--- config.mk ---
export PLATFORM = sky130hd
export DESIGN_NAME = wb_stage
export DESIGN_NICKNAME = d
export VERILOG_FILES = /design/src/rtl/wb_stage_pkg.sv /design/src/rtl/wb_fifo.sv /design/src/rtl/wb_stage.sv
export SDC_FILE = /design/constraint.sdc
export NUM_CORES = 1
export LEC_CHECK = 0
export BUFFER_PORTS_ARGS = -buffer_cell sky130_fd_sc_hd__buf_2
export CORE_AREA = 4 4 107 109
export DETAILED_ROUTE_END_ITERATION = 8
export DIE_AREA = 0 0 111 113
export PLACE_DENSITY = 0.8
export SLEW_MARGIN = 20
export SYNTH_ARGS = -nofsm -noshare
export SYNTH_HDL_FRONTEND = slang
export SYNTH_SLANG_ARGS = --single-unit
--- constraint.sdc ---
create_clock -name clk -period 7.2 [get_ports clk]
set_clock_uncertainty 0.15 [all_clocks]
set_input_delay 1.08 -clock clk [delete_from_list [all_inputs] [get_ports clk]]
set_output_delay 1.08 -clock clk [all_outputs]
set_load 0.02 [all_outputs]
--- src/rtl/wb_stage_pkg.sv ---
// Shared constants and types for the write-back stage: load funct3 encodings,
// the zero-register index and the load-tracker / write-source enumerations.
package wb_stage_pkg;

  localparam int unsigned XLEN_DEFAULT = 32;
  localparam logic [4:0]  REG_X0       = 5'd0;

  localparam logic [2:0] LD_LB  = 3'b000;
  localparam logic [2:0] LD_LH  = 3'b001;
  localparam logic [2:0] LD_LW  = 3'b010;
  localparam logic [2:0] LD_LBU = 3'b100;
  localparam logic [2:0] LD_LHU = 3'b101;

  typedef enum logic {
    LS_IDLE,
    LS_WAIT
  } ld_state_t;

  typedef enum logic [1:0] {
    SRC_NONE,
    SRC_LOAD,
    SRC_FIFO,
    SRC_ALU
  } wr_src_t;

endpackage

--- src/rtl/wb_fifo.sv ---
// Small holding FIFO for ALU results displaced by load responses.
// Simultaneous push and pop are allowed, including when full.
module wb_fifo #(
  parameter int unsigned DEPTH = 2,
  parameter int unsigned WIDTH = 37
) (
  input  logic             clk,
  input  logic             reset,
  input  logic             push,
  input  logic             pop,
  input  logic [WIDTH-1:0] din,
  output logic [WIDTH-1:0] head,
  output logic [$clog2(DEPTH):0] count,
  output logic             full,
  output logic             empty
);

  localparam int unsigned PTR_W = $clog2(DEPTH);
  localparam int unsigned CNT_W = PTR_W + 1;

  logic [WIDTH-1:0] mem [DEPTH];
  logic [PTR_W-1:0] wr_ptr;
  logic [PTR_W-1:0] rd_ptr;
  logic             do_push;
  logic             do_pop;

  assign full    = (count == CNT_W'(DEPTH));
  assign empty   = (count == '0);
  assign do_pop  = pop && !empty;
  assign do_push = push && (!full || do_pop);
  assign head    = mem[rd_ptr];

  always_ff @(posedge clk) begin
    if (reset) begin
      wr_ptr <= '0;
      rd_ptr <= '0;
      count  <= '0;
    end else begin
      if (do_push) wr_ptr <= wr_ptr + 1'b1;
      if (do_pop)  rd_ptr <= rd_ptr + 1'b1;
      count <= count + CNT_W'(do_push) - CNT_W'(do_pop);
    end
  end

  always_ff @(posedge clk) begin
    if (!reset && do_push) mem[wr_ptr] <= din;
  end

  a_no_overflow: assert property (@(posedge clk) disable iff (reset) !(push && full && !pop));

endmodule

--- src/rtl/wb_stage.sv ---
// Write-back stage: merges ALU results and load responses onto the regfile
// write port, with load extraction and an ordering FIFO for displaced ALU results.
module wb_stage
  import wb_stage_pkg::*;
#(
  parameter int unsigned XLEN       = XLEN_DEFAULT,
  parameter int unsigned FIFO_DEPTH = 2
) (
  input  logic            clk,
  input  logic            reset,
  input  logic            alu_valid_i,
  input  logic            alu_rd_en_i,
  input  logic [4:0]      alu_rd_idx_i,
  input  logic [XLEN-1:0] alu_result_i,
  input  logic            ld_req_valid_i,
  output logic            ld_req_ready_o,
  input  logic [4:0]      ld_rd_idx_i,
  input  logic [2:0]      ld_funct3_i,
  input  logic [1:0]      ld_addr_lo_i,
  input  logic            dmem_rvalid_i,
  input  logic [XLEN-1:0] dmem_rdata_i,
  output logic            ld_busy_o,
  output logic [4:0]      ld_rd_idx_o,
  output logic            stall_o,
  output logic            rd_en_o,
  output logic [4:0]      rd_idx_o,
  output logic [XLEN-1:0] rd_wdata_o
);

  localparam int unsigned CNT_W = $clog2(FIFO_DEPTH) + 1;
  localparam int unsigned ENT_W = 5 + XLEN;

  ld_state_t       state, state_nxt;
  logic [2:0]      ld_funct3_q;
  logic [1:0]      ld_addr_lo_q;
  logic            ld_accept;
  logic            ld_resp;
  logic            alu_write;
  wr_src_t         src;
  logic [4:0]      sel_idx;
  logic [XLEN-1:0] sel_data;
  logic [XLEN-1:0] ld_shifted;
  logic [XLEN-1:0] ld_data;

  logic             fifo_push;
  logic             fifo_pop;
  logic [ENT_W-1:0] fifo_head;
  logic [CNT_W-1:0] fifo_count;
  logic             fifo_full;
  logic             fifo_empty;

  always_ff @(posedge clk) begin
    if (reset) state <= LS_IDLE;
    else       state <= state_nxt;
  end

  always_comb begin
    state_nxt = state;
    unique case (state)
      LS_IDLE: if (ld_req_valid_i) state_nxt = LS_WAIT;
      LS_WAIT: if (dmem_rvalid_i)  state_nxt = LS_IDLE;
      default: state_nxt = LS_IDLE;
    endcase
  end

  assign ld_accept      = (state == LS_IDLE) && ld_req_valid_i;
  assign ld_resp        = (state == LS_WAIT) && dmem_rvalid_i;
  assign ld_busy_o      = (state == LS_WAIT);
  assign ld_req_ready_o = (state == LS_IDLE);

  always_ff @(posedge clk) begin
    if (reset) begin
      ld_rd_idx_o  <= '0;
      ld_funct3_q  <= '0;
      ld_addr_lo_q <= '0;
    end else if (ld_accept) begin
      ld_rd_idx_o  <= ld_rd_idx_i;
      ld_funct3_q  <= ld_funct3_i;
      ld_addr_lo_q <= ld_addr_lo_i;
    end
  end

  assign ld_shifted = dmem_rdata_i >> {ld_addr_lo_q, 3'b000};

  always_comb begin
    ld_data = '0;
    case (ld_funct3_q)
      LD_LB:   ld_data = {{(XLEN-8){ld_shifted[7]}}, ld_shifted[7:0]};
      LD_LH:   ld_data = {{(XLEN-16){ld_shifted[15]}}, ld_shifted[15:0]};
      LD_LW:   ld_data = ld_shifted;
      LD_LBU:  ld_data = {{(XLEN-8){1'b0}}, ld_shifted[7:0]};
      LD_LHU:  ld_data = {{(XLEN-16){1'b0}}, ld_shifted[15:0]};
      default: ld_data = '0;
    endcase
  end

  assign alu_write = alu_valid_i && alu_rd_en_i;

  // Load response beats the FIFO; a direct ALU write is only legal with an
  // empty FIFO so older buffered results always retire first.
  always_comb begin
    src = SRC_NONE;
    if (ld_resp)          src = SRC_LOAD;
    else if (!fifo_empty) src = SRC_FIFO;
    else if (alu_write)   src = SRC_ALU;
  end

  always_comb begin
    sel_idx  = '0;
    sel_data = '0;
    unique case (src)
      SRC_LOAD: begin sel_idx = ld_rd_idx_o;         sel_data = ld_data;             end
      SRC_FIFO: begin sel_idx = fifo_head[ENT_W-1 -: 5]; sel_data = fifo_head[XLEN-1:0]; end
      SRC_ALU:  begin sel_idx = alu_rd_idx_i;        sel_data = alu_result_i;        end
      default:  begin sel_idx = '0;                  sel_data = '0;                  end
    endcase
  end

  assign fifo_pop  = (src == SRC_FIFO);
  assign fifo_push = alu_write && (src != SRC_ALU) && (!fifo_full || fifo_pop);
  assign stall_o   = (fifo_count == CNT_W'(FIFO_DEPTH));

  wb_fifo #(
    .DEPTH (FIFO_DEPTH),
    .WIDTH (ENT_W)
  ) u_fifo (
    .clk   (clk),
    .reset (reset),
    .push  (fifo_push),
    .pop   (fifo_pop),
    .din   ({alu_rd_idx_i, alu_result_i}),
    .head  (fifo_head),
    .count (fifo_count),
    .full  (fifo_full),
    .empty (fifo_empty)
  );

  always_ff @(posedge clk) begin
    if (reset) begin
      rd_en_o    <= 1'b0;
      rd_idx_o   <= '0;
      rd_wdata_o <= '0;
    end else begin
      rd_en_o <= (src != SRC_NONE) && (sel_idx != REG_X0);
      if (src != SRC_NONE) begin
        rd_idx_o   <= sel_idx;
        rd_wdata_o <= sel_data;
      end
    end
  end

endmodule

==> reports/metrics.cfg, run 1 <==
[status]
status = completed

[detailed_routing]
drt-wirelength-per-cell_um = 21.07
drt_iter0_drc = 495
totalWireLength_mm = 16.69
drtPass1Iterations = 5
drt-vias-per-instance = 6.316
drc_errors = 0
vias = 5002
ant_nets = 0

[logic_synthesis]
synth-seq-cells = 128
synth_top_area_share = 0.3666
yosysWarnings = 0
ys_top_cells_by_area = edfxtp_1, dfxtp_1, mux2i_1, a21oi_1, and3b_1
syn_area_per_cell_um2 = 11.46
yosysUniqueCellTypes = 52
ys.flop_type = edfxtp_1
netlist_top_cells_count = edfxtp_1, dfxtp_1, a21oi_1, mux2i_1, nand2_1
yosysTopAreaCell = edfxtp_1
ys_seq_area_frac = 0.5450
synthCells = 529
synth_edf_count = 74
async_flop_share = 0
synth_most_common_cell = edfxtp_1
netlist_area_um2 = 6061
synth_fp_nets = 616

[placed_design]
place.detailed.hpwl_mm = 11.31
place_congestion = 0.8849
port_buffers = 130
place_area_um2 = 6709
pre_cts_ws_ns = 3.530
dp_cells = 760

[global_route]
gr-total-overflow = 0
grt_antenna_before_repair = 0
grt_max_degree = 43
grt_pass1_wl_mm = 26.36
grt_pass1_vias = 5070
grt.total_usage = 0.2680

[worst_hold_path]
hold_path_end = ld_rd_idx_o[2]
hold_start = ld_rd_idx_o[2]
hold_depth = 2
min_path_type = flip-flop to flip-flop

[die]
initial_core_util = 0.5716
fp.coreArea_um2 = 10600
num_rows = 38
die_w_um = 111
die-area_um2 = 12540
io-pin-count = 131
dieHeight_um = 113

[cts]
cts_tree = yes
clkSinkCount = 128
cts_buffers = 17
h-tree-depth = 4
cts_root_buf = clkbuf_8
path_clk_slew_ns = 0.06
clock_latency_ns = 0.52
cts_resized = 0
hold_buffers = 0
post_cts_buffers = 0
cts_buffer_depth = 2

[sta]
finalSetupViolations = 0
post-route-period-util = 0.4432
hold_viol_final = 0
layout_min_cycle_time_ns = 3.191
setup_ws_ns = 4.009
relSlewSlack = 0.3764
setup_tns_ns = 0
max_freq_mhz = 313.4
rsz0062_at_grt = false
worstMarginPinSlew_ns = 0.9341
slew_violations = 0

[critical_path]
cp_num_cells = 4
cp.arrival_ns = 3.22
r2r_slack_ns = 4.44
timing.rr.start = u_fifo.count[1]
crit_buf_inv = 3
start_kind = primary input
crit_path_end_kind = flip-flop
path_max_fanout = 33
cp_slowest_cell = inv_1
path_cells = buf_2 > inv_1 > and3_1 > buf_4
slowest_delay_ns = 0.72
crit_required_ns = 7.22
r2r_cells = 4
worstSetupPathType = primary input to flip-flop
worst_r2r_endpoint = u_fifo.mem[0][14]
critPathTopFamily = buffers and inverters

[pwr]
ir_worst_vdd_v = 0.0002077
p_per_area_nw_per_um2 = 370.0
p_leak_uw = 0.002875

[final_layout]
antennaDiodeCount = 0
instances_no_fill = 792
area_growth_pct = 20.71
drive_gt1_frac = 0.2991
final_cell_area_um2 = 7316
utilization = 0.6900
nets = 726

[flow_run]
drv_cap = 0

## stage by stage
stage | power (uW) | hold WS [ns]
floorplan | 1559 | 0.3225
detailed placement | 1821 | 0.3305
finish | 2707 | 0.3349
global placement | 1790 | 0.3307
global route | 2828 | 0.3668
CTS | 2703 | 0.3395
## how the worst max path moves through the flow
stage	start	slack (ns)	endpoint
after global routing	reset	3.90	u_fifo.mem[1][13]
after floorplan	dmem_rvalid_i	2.43	u_fifo.mem[0][0]
final	reset	4.01	u_fifo.mem[1][23]
after detailed placement	reset	3.53	u_fifo.mem[1][29]
after CTS	reset	4.07	u_fifo.mem[1][13]
after global placement	reset	3.61	u_fifo.mem[1][22]
## cell type report
type / instances / area [um^2]
inverters: 7 / 26.28
multi-input cells: 349 / 2507
clock inverters: 14 / 188.9
clock buffers: 18 / 417.9
well taps: 140 / 175.2
fillers: 792 / 3287
flip-flops and latches: 128 / 3304
repair buffers: 136 / 695.7
## tightest hold or removal path, cell delays in order (launching register included)
cell,delay (ns)
dfxtp_1,0.33
nand2_1,0.06
a21oi_1,0.05
## where the power goes
| group | internal (uW) | total (uW) | leakage, uW | switching, uW |
|---|---|---|---|---|
| clock network | 562 | 883 | 0.000293 | 321 |
| logic | 296 | 813 | 0.00147 | 517 |
| registers | 901 | 1010 | 0.00111 | 110 |
## cell families after synthesis
kind of cell             synth area share
AO/OA/AOI/OAI                      0.1780
XOR/XNOR                         0.005781
adder cells (fa/ha/maj)          0.004128
buffers and inverters             0.04211
flip-flops                         0.5450
multiplexers                       0.1127
AND/OR/NAND/NOR                    0.1123
## flip-flops by register name, summed over array words and instances, names as in the netlist, named ones only
signal / cells
ld_addr_lo_q: 2
ld_rd_idx_o: 5
rd_wdata_o: 32
u_fifo.wr_ptr: 1
ld_funct3_q: 3
u_fifo.rd_ptr: 1
rd_idx_o: 5
u_fifo.count: 2
u_fifo.mem: 74
ld_busy_o: 1
rd_en_o: 1
## cells in the final DEF, fill, tap and decap left out, types with 2 or more instances in the layout
master,count
o22ai_1,23
mux2_2,16
a211oi_1,13
buf_4,6
clkinv_1,2
mux2i_1,48
clkinvlp_4,2
inv_1,6
buf_2,130
clkinv_2,3
nand2_1,46
xor2_1,3
nor3_1,6
o211ai_1,8
bufinv_16,4
clkbuf_16,16
dfxtp_1,53
ha_1,2
nor2b_1,4
o21ai_0,9
nand2b_1,3
clkinv_4,2
or4_1,2
nor2_1,26
edfxtp_1,74
o2bb2ai_1,7
o221ai_1,23
a311oi_1,12
a21oi_1,48
and2_1,2
inv_6,2
and3b_1,24
## metal layers
layer  GRT usage  up-vias  routed length [um]
met2      0.4296      331                7907
li1            -     2258                   -
met5           0        -                   0
met3     0.08289       41                1876
met1      0.3389     2372                6471
met4      0.1141        0                 431
(Power assumes the default switching activity.)
==> run 2: changes to the inputs <==
CORE_AREA = 4 4 117 119   (was 4 4 107 109)
DIE_AREA = 0 0 121 123   (was 0 0 111 113)
PLACE_DENSITY = 0.7   (was 0.8)
clock period = 2.7 ns   (was 7.2 ns; I/O delays follow)
==> reports/metrics.cfg, run 2 (same netlist as run 1, synthesis figures left out) <==
[status]
status = completed

[cts]
path_clk_slew_ns = 0.05
cts_tree = yes
cts_resized = 0
clock_latency_ns = 0.41
h-tree-depth = 4
clkSinkCount = 128
hold_buffers = 0
post_cts_buffers = 0
cts_buffers = 17
cts_buffer_depth = 2
cts_root_buf = clkbuf_16

[final_layout]
largest_reg_flops = 74
instances_no_fill = 843
drive_gt1_frac = 0.3204
antennaDiodeCount = 0
final_common_cell = buf_2
nets = 745
reg_top3 = u_fifo.mem: 74 flops, rd_wdata_o: 32 flops
mostFrequentLayoutCells = buf_2, edfxtp_1, dfxtp_1
area_growth_pct = 24.03
n_fill_cell = 1021
final_cell_area_um2 = 7517
top_register = u_fifo.mem

[die]
fp.coreArea_um2 = 12570
initial_core_util = 0.4822
die-area_um2 = 14880
num_rows = 41
die_w_um = 121
dieHeight_um = 123
io-pin-count = 131

[critical_path]
cp_slowest_cell = dfxtp_1
cp.arrival_ns = 2.31
r2r_slack_ns = 0.38
slowest_delay_ns = 0.62
crit_required_ns = 2.69
worst_r2r_endpoint = u_fifo.mem[1][11]
start_kind = flip-flop
path_max_fanout = 21
crit_path_end_kind = flip-flop
r2r_cells = 5
path_cells = and3b_1 > o31ai_2 > inv_1 > and3_1 > buf_4
worstSetupPathType = flip-flop to flip-flop
timing.rr.start = u_fifo.count[1]

[pwr]
p_leak_uw = 0.002983
p_per_area_nw_per_um2 = 967.5
fin_total_pwr_uw = 7273
ir_worst_vdd_v = 0.0005249

[global_route]
grt.total_usage = 0.2331
grt_max_degree = 34
grt_pass1_wl_mm = 26.50
gr-total-overflow = 0
grt_antenna_before_repair = 0
grt_pass1_vias = 4968

[flow_run]
drv_cap = 0

[placed_design]
pre_cts_ws_ns = 0.4117
place_area_um2 = 6910
place_congestion = 0.8925
dp_cells = 811
port_buffers = 130
place.detailed.hpwl_mm = 11.99

[detailed_routing]
vias = 4900
totalWireLength_mm = 16.95
drt-vias-per-instance = 5.813
drt_iter0_drc = 477
drtPass1Iterations = 5
ant_nets = 0
drt-wirelength-per-cell_um = 20.11
drc_errors = 0

[sta]
slew_violations = 0
layout_min_cycle_time_ns = 2.319
setup_ws_ns = 0.3814
max_freq_mhz = 431.3
rsz0062_at_grt = false
finalSetupViolations = 0
worstMarginPinSlew_ns = 0.6627
setup_tns_ns = 0
relSlewSlack = 0.5582
post-route-period-util = 0.8588
hold_viol_final = 0

[worst_hold_path]
min_path_type = primary input to flip-flop
hold_start = alu_result_i[31]
hold_path_end = u_fifo.mem[0][31]
hold_depth = 1

==> run 2: through the flow <==
step | hold slack (ns) | util
after CTS | 0.02733 | 0.5981
after global placement | 0.3268 | 0.5498
after detailed placement | 0.3293 | 0.5498
after floorplan | 0.3225 | -
after global routing | 0.02822 | 0.5981
final | 0.04211 | 0.5981
==> run 2: area by class of cell <==
cell class | instances | area [um^2] | area share
Clock buffer | 21 | 470.5 | 0.06258
Inverter | 7 | 26.28 | 0.003495
Multi-Input combinational cell | 349 | 2514 | 0.3344
Sequential cell | 128 | 3304 | 0.4396
Clock inverter | 11 | 136.4 | 0.01814
Tap cell | 172 | 215.2 | 0.02863
Timing Repair Buffer | 155 | 850.8 | 0.1132
==> run 2: power breakdown <==
| part | switching (uW) | internal, uW |
|---|---|---|
| combinational | 1410 | 852 |
| clock | 817 | 1510 |
| sequential | 282 | 2400 |
| total | 2500 | 4770 |
==> run 2: worst max-delay path by stage <==
stage                     cells after the start                end             from  slack (ns)
after floorplan                               5   u_fifo.mem[1][0]    dmem_rvalid_i        0.19
final                                         5  u_fifo.mem[1][11]  u_fifo.count[1]        0.38
after CTS                                     5  u_fifo.mem[1][34]  u_fifo.count[1]        0.39
after global placement                        9    u_fifo.count[1]    dmem_rvalid_i        0.53
after global routing                          7    u_fifo.count[1]  u_fifo.count[1]        0.27
after detailed placement                      7    u_fifo.count[1]  u_fifo.count[1]        0.41
==> run 2: critical path, delay by kind of cell (launching register included) <==
| kind | cells | cell delay [ns] |
|---|---|---|
| DFF | 1 | 0.62 |
| and+or+nand+nor | 2 | 0.48 |
| AOI/OAI and AO/OA | 1 | 0.43 |
| buffers and inverters | 2 | 0.35 |
==> run 2: metal layers <==
| metal | GRT usage | vias up | share of wire |
|---|---|---|---|
| met5 | 0 | - | 0 |
| met4 | 0.1119 | 0 | 0.030 |
| met3 | 0.06084 | 45 | 0.086 |
| met2 | 0.3661 | 223 | 0.46 |
| met1 | 0.3020 | 2338 | 0.42 |
| li1 | - | 2294 | - |
==> run 3: changes to the inputs <==
BUFFER_PORTS_ARGS = -buffer_cell sky130_fd_sc_hd__buf_4   (was -buffer_cell sky130_fd_sc_hd__buf_2)
CORE_AREA = 4 4 115 117   (was 4 4 117 119)
CTS_BUF_LIST = sky130_fd_sc_hd__clkbuf_2   (was default)
DIE_AREA = 0 0 119 121   (was 0 0 121 123)
PLACE_DENSITY = 0.73   (was 0.7)
==> reports/metrics.cfg, run 3 (same netlist as run 1, synthesis figures left out) <==
[detailed_routing]
drt-wirelength-per-cell_um = 19.24
drt-vias-per-instance = 5.697
drtPass1Iterations = 5
drc_errors = 0
totalWireLength_mm = 17.66
ant_nets = 0
vias = 5230
drt_iter0_drc = 485

[final_layout]
antennaDiodeCount = 0
reg_top3 = u_fifo.mem: 74 flops, rd_wdata_o: 32 flops
nets = 820
final_common_cell = buf_4
drive_gt1_frac = 0.2761
final_cell_area_um2 = 8195
utilization = 0.6629
top_register = u_fifo.mem
largest_reg_flops = 74
area_growth_pct = 35.22
mostFrequentLayoutCells = buf_4, dlygate4sd3_1, edfxtp_1
instances_no_fill = 918

[critical_path]
cp-startpoint = ld_addr_lo_q[1]
crit_path_end_kind = flip-flop
crit_required_ns = 3.11
slowest_delay_ns = 0.58
cp.arrival_ns = 2.82
cp_num_cells = 7
cp_slowest_cell = dfxtp_1
cp-endpoint = rd_wdata_o[13]
crit_path_frequent_cell = buf_4
r2r_slack_ns = 0.29
r2r_cells = 7
worst_r2r_endpoint = rd_wdata_o[13]
start_kind = flip-flop
crit_buf_inv = 3
worstSetupPathType = flip-flop to flip-flop
timing.rr.start = ld_addr_lo_q[1]
critPathTopFamily = buffers and inverters
path_max_fanout = 9
path_cells = buf_4 > nor2b_1 > buf_4 > o2bb2ai_1 > dlygate4sd3_1 > a211oi_1 > nor2_1

[sta]
hold_viol_final = 0
max_freq_mhz = 415.5
setup_tns_ns = 0
slew_violations = 0
relSlewSlack = 0.5457
layout_min_cycle_time_ns = 2.407
rsz0062_at_grt = false
post-route-period-util = 0.8914
worstMarginPinSlew_ns = 0.6801
finalSetupViolations = 0

[cts]
cts_root_buf = clkbuf_2
cts_buffer_depth = 2
path_clk_slew_ns = 0.18
post_cts_buffers = 0
clkSinkCount = 128
h-tree-depth = 4
clock_latency_ns = 0.67
cts_buffers = 17
cts_tree = yes

[pwr]
cell_internal_pwr_uw = 3899
p_leak_uw = 0.003233
fin_total_pwr_uw = 6267
p_per_area_nw_per_um2 = 764.6
netSwitchingFraction = 0.3779
pwr-share-clk = 0.171
switching_power_uw = 2368
ir_worst_vdd_v = 0.0003967
comb_power_share = 0.402
seqPwrFrac = 0.427

[global_route]
grt_antenna_before_repair = 0
grt_pass1_vias = 5168
gr-total-overflow = 0
grt_max_degree = 34
grt_pass1_wl_mm = 27.41
grt.total_usage = 0.2466

[worst_hold_path]
hold_depth = 3
min_path_type = primary input to flip-flop

[status]
status = completed

[placed_design]
dp_cells = 808
place_congestion = 0.8444
place_area_um2 = 7213
port_buffers = 130
place.detailed.hpwl_mm = 11.65

[die]
initial_core_util = 0.4902
die-area_um2 = 14400
num_rows = 41
io-pin-count = 131
die_w_um = 119
fp.coreArea_um2 = 12360
dieHeight_um = 121

[flow_run]
drv_cap = 0

==> run 3: layer usage <==
layer / wire [um] / global-route usage / vias up / share of wire
met5: 0 / 0 / - / 0
met4: 349 / 0.08834 / 0 / 0.020
met3: 1392 / 0.05594 / 28 / 0.079
met2: 8461 / 0.4094 / 248 / 0.48
met1: 7457 / 0.3176 / 2506 / 0.42
li1: - / - / 2448 / -
==> run 3: per-stage QoR <==
step | worst slack, ns | hold WS, ns
after floorplan | 0.1879 | 0.3225
after global placement | 0.5315 | 0.3299
after detailed placement | 0.4116 | 0.3412
after CTS | 0.3488 | 0.003352
after global routing | 0.2189 | 0.06567
final | 0.2932 | 0.1089
==> run 3: worst min-delay path, delay by kind of cell <==
kind	cells	cell delay, ns
AO/OA/AOI/OAI	1	0.11
buffers and inverters	1	0.11
AND/OR/NAND/NOR	1	0.28
==> run 3: worst min-delay path by stage <==
stage / startpoint / endpoint / slack (ns)
after floorplan: u_fifo.rd_ptr / flip-flop / 0.32
after CTS: ld_req_valid_i / ld_busy_o / 0.003
after detailed placement: ld_rd_idx_o[2] / ld_rd_idx_o[2] / 0.34
after global routing: ld_req_valid_i / ld_busy_o / 0.07
after global placement: u_fifo.rd_ptr / flip-flop / 0.33
final: ld_req_valid_i / ld_busy_o / 0.11
==> run 3: layout make-up <==
class / instances / area [um^2]
multi-input combinational: 349 / 2514
clock buffer: 20 / 100.1
timing repair buffer: 230 / 1934
clock inverter: 12 / 101.3
sequential: 128 / 3304
tap: 172 / 215.2
fill: 912 / 4168
inverter: 7 / 26.28
==> run 3: timing repair <==
action / CTS / global route
gates resized for setup: 0 / 0
endpoints found under the hold margin: 127 / 0
hold buffers: 78 / 0
==> run 3: power by group through the flow <==
| stage | Combinational, uW | Sequential [uW] | Clock, uW |
|---|---|---|---|
| after floorplan | 1250 | 2910 | 0 |
| after global placement | 2350 | 2710 | 0 |
| after detailed placement | 2400 | 2710 | 0 |
| after CTS | 2500 | 2670 | 1080 |
| after global routing | 2700 | 2720 | 1170 |
| final | 2520 | 2680 | 1070 |
